File: config.mk
export PLATFORM = sky130hd
export DESIGN_NAME = multicycle_ctrl
export DESIGN_NICKNAME = d
export VERILOG_FILES = /design/src/rtl/mctrl_pkg.sv /design/src/rtl/mctrl_decode.sv /design/src/rtl/multicycle_ctrl.sv
export SDC_FILE = /design/constraint.sdc
export NUM_CORES = 1
export LEC_CHECK = 0
export ABC_AREA = 0
export ABC_CLOCK_PERIOD_IN_PS = 2050
export CAP_MARGIN = 0
export CORE_ASPECT_RATIO = 1.5
export CORE_MARGIN = 1.5
export CORE_UTILIZATION = 44
export CTS_CLUSTER_DIAMETER = 120
export DETAILED_ROUTE_END_ITERATION = 6
export PLACE_DENSITY = 0.78
export SYNTH_ARGS = -nofsm -noshare
export SYNTH_HDL_FRONTEND = slang
export SYNTH_SLANG_ARGS = --single-unit
File: constraint.sdc
create_clock -name clk -period 2.05 [get_ports clk]
set_input_delay 0.41 -clock clk [delete_from_list [all_inputs] [get_ports clk]]
set_output_delay 0.41 -clock clk [all_outputs]
set_load 0.005 [all_outputs]
File: src/rtl/mctrl_pkg.sv
// Shared types for the Schwap multicycle controller: state codes, opcode
// classes and datapath mux encodings.
package mctrl_pkg;

  typedef enum logic [2:0] {
    ST_IDLE   = 3'd0,
    ST_FETCH  = 3'd1,
    ST_DECODE = 3'd2,
    ST_EXEC   = 3'd3,
    ST_MEM    = 3'd4,
    ST_WB     = 3'd5,
    ST_HALT   = 3'd6
  } state_e;

  localparam logic [3:0] OP_ALU    = 4'd0;
  localparam logic [3:0] OP_ALUI   = 4'd1;
  localparam logic [3:0] OP_BR_LO  = 4'd2;
  localparam logic [3:0] OP_BR_HI  = 4'd5;
  localparam logic [3:0] OP_JR     = 4'd6;
  localparam logic [3:0] OP_LD     = 4'd7;
  localparam logic [3:0] OP_ST     = 4'd8;
  localparam logic [3:0] OP_SCHWAP = 4'd14;
  localparam logic [3:0] OP_HALT   = 4'd15;

  localparam logic [1:0] A0_PC  = 2'b00;
  localparam logic [1:0] A0_REG = 2'b01;
  localparam logic [1:0] A0_OFS = 2'b10;

  localparam logic [1:0] RS_ALU = 2'b00;
  localparam logic [1:0] RS_IMM = 2'b01;
  localparam logic [1:0] RS_MEM = 2'b10;

  typedef struct packed {
    logic alu;
    logic alui;
    logic br;
    logic jr;
    logic ld;
    logic st;
    logic schwap;
    logic halt;
  } opclass_t;

endpackage

File: src/rtl/mctrl_decode.sv
// Opcode classifier: maps the latched opcode to a class one-hot and a legal
// flag. Any opcode with bits set above bit 3 is illegal.
module mctrl_decode
  import mctrl_pkg::*;
#(
  parameter int OPW = 4
) (
  input  logic [OPW-1:0] op,
  output opclass_t       cls,
  output logic           legal
);

  logic [3:0] low_s;
  logic       hi_zero_s;
  opclass_t   raw_s;

  assign low_s = op[3:0];

  if (OPW > 4) begin : g_wide
    assign hi_zero_s = ~|op[OPW-1:4];
  end else begin : g_narrow
    assign hi_zero_s = 1'b1;
  end

  // low nibble to class one-hot
  always_comb begin
    raw_s = 8'h00;
    case (low_s)
      OP_ALU:                 raw_s.alu    = 1'b1;
      OP_ALUI:                raw_s.alui   = 1'b1;
      4'd2, 4'd3, 4'd4, 4'd5: raw_s.br     = 1'b1;
      OP_JR:                  raw_s.jr     = 1'b1;
      OP_LD:                  raw_s.ld     = 1'b1;
      OP_ST:                  raw_s.st     = 1'b1;
      OP_SCHWAP:              raw_s.schwap = 1'b1;
      OP_HALT:                raw_s.halt   = 1'b1;
      default:                raw_s        = 8'h00;
    endcase
  end

  assign cls   = hi_zero_s ? raw_s : 8'h00;
  assign legal = |cls;

endmodule

File: src/rtl/multicycle_ctrl.sv
// Multicycle control FSM for the Schwap datapath. Define MCTRL_MEMWAIT_EN to
// make FETCH and MEM wait for mem_ready; otherwise mem_ready is ignored.
module multicycle_ctrl
  import mctrl_pkg::*;
#(
  parameter int OPW           = 4,
  parameter int SCHWAP_CYCLES = 1
) (
  input  logic           clk,
  input  logic           reset,
  input  logic [OPW-1:0] opcode,
  input  logic           br_cond,
  input  logic           mem_ready,
  output logic           pc_src,
  output logic           pc_write,
  output logic           addr0_src,
  output logic           mem_read,
  output logic           mem_write,
  output logic           ir_write,
  output logic           next_inst_write,
  output logic           reg_write,
  output logic           imm,
  output logic           r0_write,
  output logic           r1_write,
  output logic           alu_src1,
  output logic           alu_ctrl,
  output logic           schwap_pulse,
  output logic [1:0]     reg_store,
  output logic [1:0]     alu_src0,
  output logic [2:0]     state_o,
  output logic           halted,
  output logic           illegal
);

  localparam logic [3:0] SCHW_LAST = 4'(SCHWAP_CYCLES - 1);

  state_e         state_r, state_nx_s;
  logic [OPW-1:0] op_q_r;
  logic [3:0]     cnt_r, cnt_nx_s;
  logic           halted_r, illegal_r;
  opclass_t       cls_s;
  logic           legal_s;
  logic           mem_ok_s;

`ifdef MCTRL_MEMWAIT_EN
  assign mem_ok_s = mem_ready;
`else
  logic unused_mem_ready_s;
  assign unused_mem_ready_s = mem_ready;
  assign mem_ok_s = 1'b1;
`endif

  mctrl_decode #(.OPW(OPW)) u_decode (
    .op    (op_q_r),
    .cls   (cls_s),
    .legal (legal_s)
  );

  // next state and SCHWAP hold counter
  always_comb begin
    state_nx_s = state_r;
    cnt_nx_s   = cnt_r;
    case (state_r)
      ST_IDLE:   state_nx_s = ST_FETCH;
      ST_FETCH:  state_nx_s = mem_ok_s ? ST_DECODE : ST_FETCH;
      ST_DECODE: state_nx_s = legal_s ? ST_EXEC : ST_FETCH;
      ST_EXEC: begin
        if (cls_s.alu || cls_s.alui) begin
          state_nx_s = ST_WB;
        end else if (cls_s.ld || cls_s.st) begin
          state_nx_s = ST_MEM;
        end else if (cls_s.schwap) begin
          if (cnt_r == SCHW_LAST) begin
            state_nx_s = ST_FETCH;
            cnt_nx_s   = 4'd0;
          end else begin
            state_nx_s = ST_EXEC;
            cnt_nx_s   = cnt_r + 4'd1;
          end
        end else if (cls_s.halt) begin
          state_nx_s = ST_HALT;
        end else begin
          state_nx_s = ST_FETCH;
        end
      end
      ST_MEM: begin
        if (!mem_ok_s) begin
          state_nx_s = ST_MEM;
        end else if (cls_s.ld) begin
          state_nx_s = ST_WB;
        end else begin
          state_nx_s = ST_FETCH;
        end
      end
      ST_WB:   state_nx_s = ST_FETCH;
      ST_HALT: state_nx_s = ST_HALT;
      default: state_nx_s = ST_IDLE;
    endcase
  end

  // state, latched opcode and sticky status registers
  always_ff @(posedge clk or posedge reset) begin
    if (reset) begin
      state_r   <= ST_IDLE;
      op_q_r    <= {OPW{1'b0}};
      cnt_r     <= 4'd0;
      halted_r  <= 1'b0;
      illegal_r <= 1'b0;
    end else begin
      state_r <= state_nx_s;
      cnt_r   <= cnt_nx_s;
      if (state_r == ST_FETCH && mem_ok_s) begin
        op_q_r <= opcode;
      end
      if (state_r == ST_DECODE && !legal_s) begin
        illegal_r <= 1'b1;
      end
      if (state_nx_s == ST_HALT) begin
        halted_r <= 1'b1;
      end
    end
  end

  // Moore decode of state and class; br_cond and mem_ready are the only live inputs
  always_comb begin
    pc_src          = 1'b0;
    pc_write        = 1'b0;
    addr0_src       = 1'b0;
    mem_read        = 1'b0;
    mem_write       = 1'b0;
    ir_write        = 1'b0;
    next_inst_write = 1'b0;
    reg_write       = 1'b0;
    imm             = 1'b0;
    r0_write        = 1'b0;
    r1_write        = 1'b0;
    alu_src1        = 1'b0;
    alu_ctrl        = 1'b0;
    schwap_pulse    = 1'b0;
    reg_store       = RS_ALU;
    alu_src0        = A0_PC;
    case (state_r)
      ST_FETCH: begin
        pc_src          = 1'b1;
        pc_write        = mem_ok_s;
        addr0_src       = 1'b1;
        mem_read        = 1'b1;
        ir_write        = 1'b1;
        next_inst_write = 1'b1;
      end
      ST_DECODE: begin
        r0_write  = legal_s;
        r1_write  = legal_s;
        alu_src1  = 1'b1;
        alu_src0  = A0_PC;
        pc_write  = cls_s.alui;
        imm       = cls_s.alui;
        reg_store = cls_s.alui ? RS_IMM : RS_ALU;
      end
      ST_EXEC: begin
        if (cls_s.alu || cls_s.alui) begin
          alu_src0 = A0_REG;
          alu_ctrl = 1'b1;
        end else if (cls_s.br) begin
          alu_src0 = A0_OFS;
          pc_write = br_cond;
        end else if (cls_s.jr) begin
          alu_src0 = A0_REG;
          alu_src1 = 1'b1;
          pc_write = 1'b1;
        end else if (cls_s.ld || cls_s.st) begin
          alu_src0 = A0_OFS;
        end else if (cls_s.schwap) begin
          schwap_pulse = 1'b1;
        end else begin
          alu_src0 = A0_PC;
        end
      end
      ST_MEM: begin
        addr0_src = 1'b0;
        mem_read  = cls_s.ld;
        mem_write = cls_s.st;
      end
      ST_WB: begin
        reg_write = 1'b1;
        reg_store = cls_s.ld ? RS_MEM : RS_ALU;
      end
      default: begin
        pc_src = 1'b0;
      end
    endcase
  end

  assign state_o = state_r;
  assign halted  = halted_r;
  assign illegal = illegal_r;

endmodule

==> results.md <==
* Status: finished, violations left
* Failing checks: negative setup slack
* CTS buffer count at 3
* Post-synthesis sequential area ratio at 35.7%
* Hold-fix buffer count after cts at 0
* Leading area contributor after synthesis: dfrtp_1
* Design area at 1500 sq um
* CTS root buffer: clkbuf_4
* Min Tclk post-route at 2090 ps
* Sw Ratio at 39.7%
* Vias in the first global route at 973
* CP Data Required Time at 1640 ps
* Initial Util at 45.6%
* FFs w/ async S/R, synth at 100%
* Routed len/inst at 15.6 um
* Critical path launch point type: flip-flop
* Slew @ Worst Pin at 517 ps
* Final setup vio count at 2
* RSZ-0062 raised after global routing: true
* Row count at 20
* CP peak stage delay at 550 ps
* Largest net degree at the start of global routing at 14
* Synth area leaders: dfrtp_1, buf_4, mux2_2, nor2_1, inv_1
* Die Ht at 58.8 um
* Clk sinks at 13
* Achievable Freq at 478 MHz
* Setup crit end kind: output port
* Drt total wl at 2.73 mm
* Most used flip-flop cell after synthesis: dfrtp_1
* IO Pins at 31
* Initial antenna violation count at 0
* Synth cell types at 39
* Post-synth EDFFs at 0
* Ys Warns at 0
* Post-DP HPWL at 1.69 mm
* Layout cell share with drive strength beyond 1 at 49.7%
* Critical path arrival at 1680 ps
* Area Overhead vs Synth at 64.9%
* DRT antenna net count at 0
* Final core utilization at 75.1%
* CTS clk-pin slew, worst paths at 80 ps
* Power Total at 2330 uW
* Commonest cells post-synth: dfrtp_1, nor2_1, inv_1
* Worst path top cell family by delay: simple AND/OR/NAND/NOR gates
* Worst-path cell chain: buf_4, or4b_4, nor3_2, clkbuf_2
* IO buf count at 29
* Worst-path maximum fanout at 4
* Synth Register Bits at 13
* Syn avg cell area at 9.50 sq um
* Gate power share at 72.4%
* Placed cell area at 1330 sq um
* Detailed router's first-iteration violation count at 11
* Max-cap violations at 0
* DRC at 0
* Full die area at 2360 sq um
* Final hold vios at 0
* Most frequent cell after synthesis: dfrtp_1
* H-tree levels at 1
* Clk buf depth at 2
* Post-synth top area share at 35.7%
* CTS tree: yes
* Final Skew at 1.87 ps
* Final period util at 102%
* Final hold slack at 458 ps
* Setup ws final at -40.3 ps
* Core area at 2000 sq um
* Total global-route track usage at 26.0%
* First-pass GRT wire length at 4.19 mm
* VDD IR max at 0.910 mV
* Slew Limit Fails at 0
* Synthesized instance count at 96
* CP max-delay cell: or4b_4
* Gpl congestion at 0.757
* Vias after detailed routing at 930
* Power Dens Cells at 1550 nW/um^2
* Slew headroom at 65.5%
* Clock power frac at 6.9%
* DIE WIDTH at 40.2 um
* Psw at 925 uW
* Pre-CTS WS at -161 ps
* CP Buf/Inv Count at 2
* Syn nets at 106
* Detail-routed via count per cell at 5.31
* Post-synthesis cell area at 912 sq um
* Int Pwr at 1410 uW
* Flop pwr share at 20.7%
* Ant diodes at 0
* Clock Latency Late Sink at 280 ps
* GR Overflow Total at 0
* Drt first pass iters at 2
* Total leakage power at 0.000760 uW
* Setup CP Type: flip-flop to output port
* R2R Setup Slk at 300 ps
* Post-layout net count at 164
* Worst hold path class: input port to async pin
==> power by group through the flow <==
stage | clock network (uW) | registers (uW) | logic (uW)
after floorplan | 0 | 438 | 736
after global placement | 0 | 458 | 1360
after detailed placement | 0 | 462 | 1400
after CTS | 165 | 465 | 1550
after global routing | 174 | 496 | 1790
final | 161 | 483 | 1690
==> cell usage in the layout (no fill, tap or decap), types with 4 or more instances in the layout <==
cell              n
dfrtp_1          10
dlygate4sd2_1     5
o21ai_0           4
inv_1             7
clkdlybuf4s50_1  12
clkbuf_2          8
buf_6            10
buf_4            25
nand2_1           5
nor2_1            5
==> metrics by stage <==
| stage | TNS [ps] | instances |
|---|---|---|
| 2_1_floorplan | 0 | 96 |
| 3_3_place_gp | -267 | 160 |
| 3_5_place_dp | -309 | 160 |
| 4_1_cts | -369 | 171 |
| 5_1_grt | -268 | 175 |
| 6_report | -73.8 | 175 |
==> sequential cells by signal (all words and copies together) (netlist names) <==
name / cells
illegal: 1
state_o: 3
halted: 1
cnt_r: 4
op_q_r: 4
==> kinds of logic after synthesis <==
family	count (synthesis)	synth area share [%]
muxes	6	7.54
AOI/OAI and AO/OA	16	12.5
xor gates and xnor gates	1	0.960
DFF	13	35.7
buffers and inverters	17	11.1
adders and majority gates	2	2.74
and+or+nand+nor	41	29.5
==> area by class of cell <==
class                      instances  area (sq um)
multi-input combinational         66           568
inverter                           7          26.3
timing repair buffer              63           527
fill                             143           498
tap                               22          27.5
sequential                        13           329
clock buffer                       4          26.3
==> path summary, 6_finish.rpt <==
check | start | cells after the start | end
worst max-delay path | op_q_r[2]$_DFFE_PP0P_ | 4 | mem_write
worst min-delay path | reset | 2 | cnt_r[3]$_DFFE_PP0P_
worst max register to register | op_q_r[0]$_DFFE_PP0P_ | 6 | halted$_DFFE_PP0N_
worst min register to register | halted$_DFFE_PP0N_ | 1 | halted$_DFFE_PP0N_
max in group asynchronous | reset | 2 | state_o[1]$_DFF_PP0_
min in group clk | halted$_DFFE_PP0N_ | 1 | halted$_DFFE_PP0N_
==> worst register-to-register path: stages (launching register included) <==
cell     delay, ps
dfrtp_1        430
buf_6          150
buf_4          150
nor4b_1        360
o21ai_0        160
a21o_1         220
a21o_1         180
==> timing repair <==
| action | 4_1_cts | 5_1_grt |
|---|---|---|
| resized for setup | 41 | 33 |
| buffers inserted | 7 | 5 |
| cloned | 0 | 0 |
| pin swaps | 4 | 7 |
| setup endpoints to repair | 17 | 13 |
==> layer usage <==
layer | vias up | track usage, % | part of all wire, %
li1 | 445 | - | -
met1 | 442 | 25.8 | 38
met2 | 30 | 47.9 | 53
met3 | 13 | 4.53 | 3.8
met4 | 0 | 12.4 | 5.0
met5 | - | 0 | 0
Power figures use the tool's default switching activity.
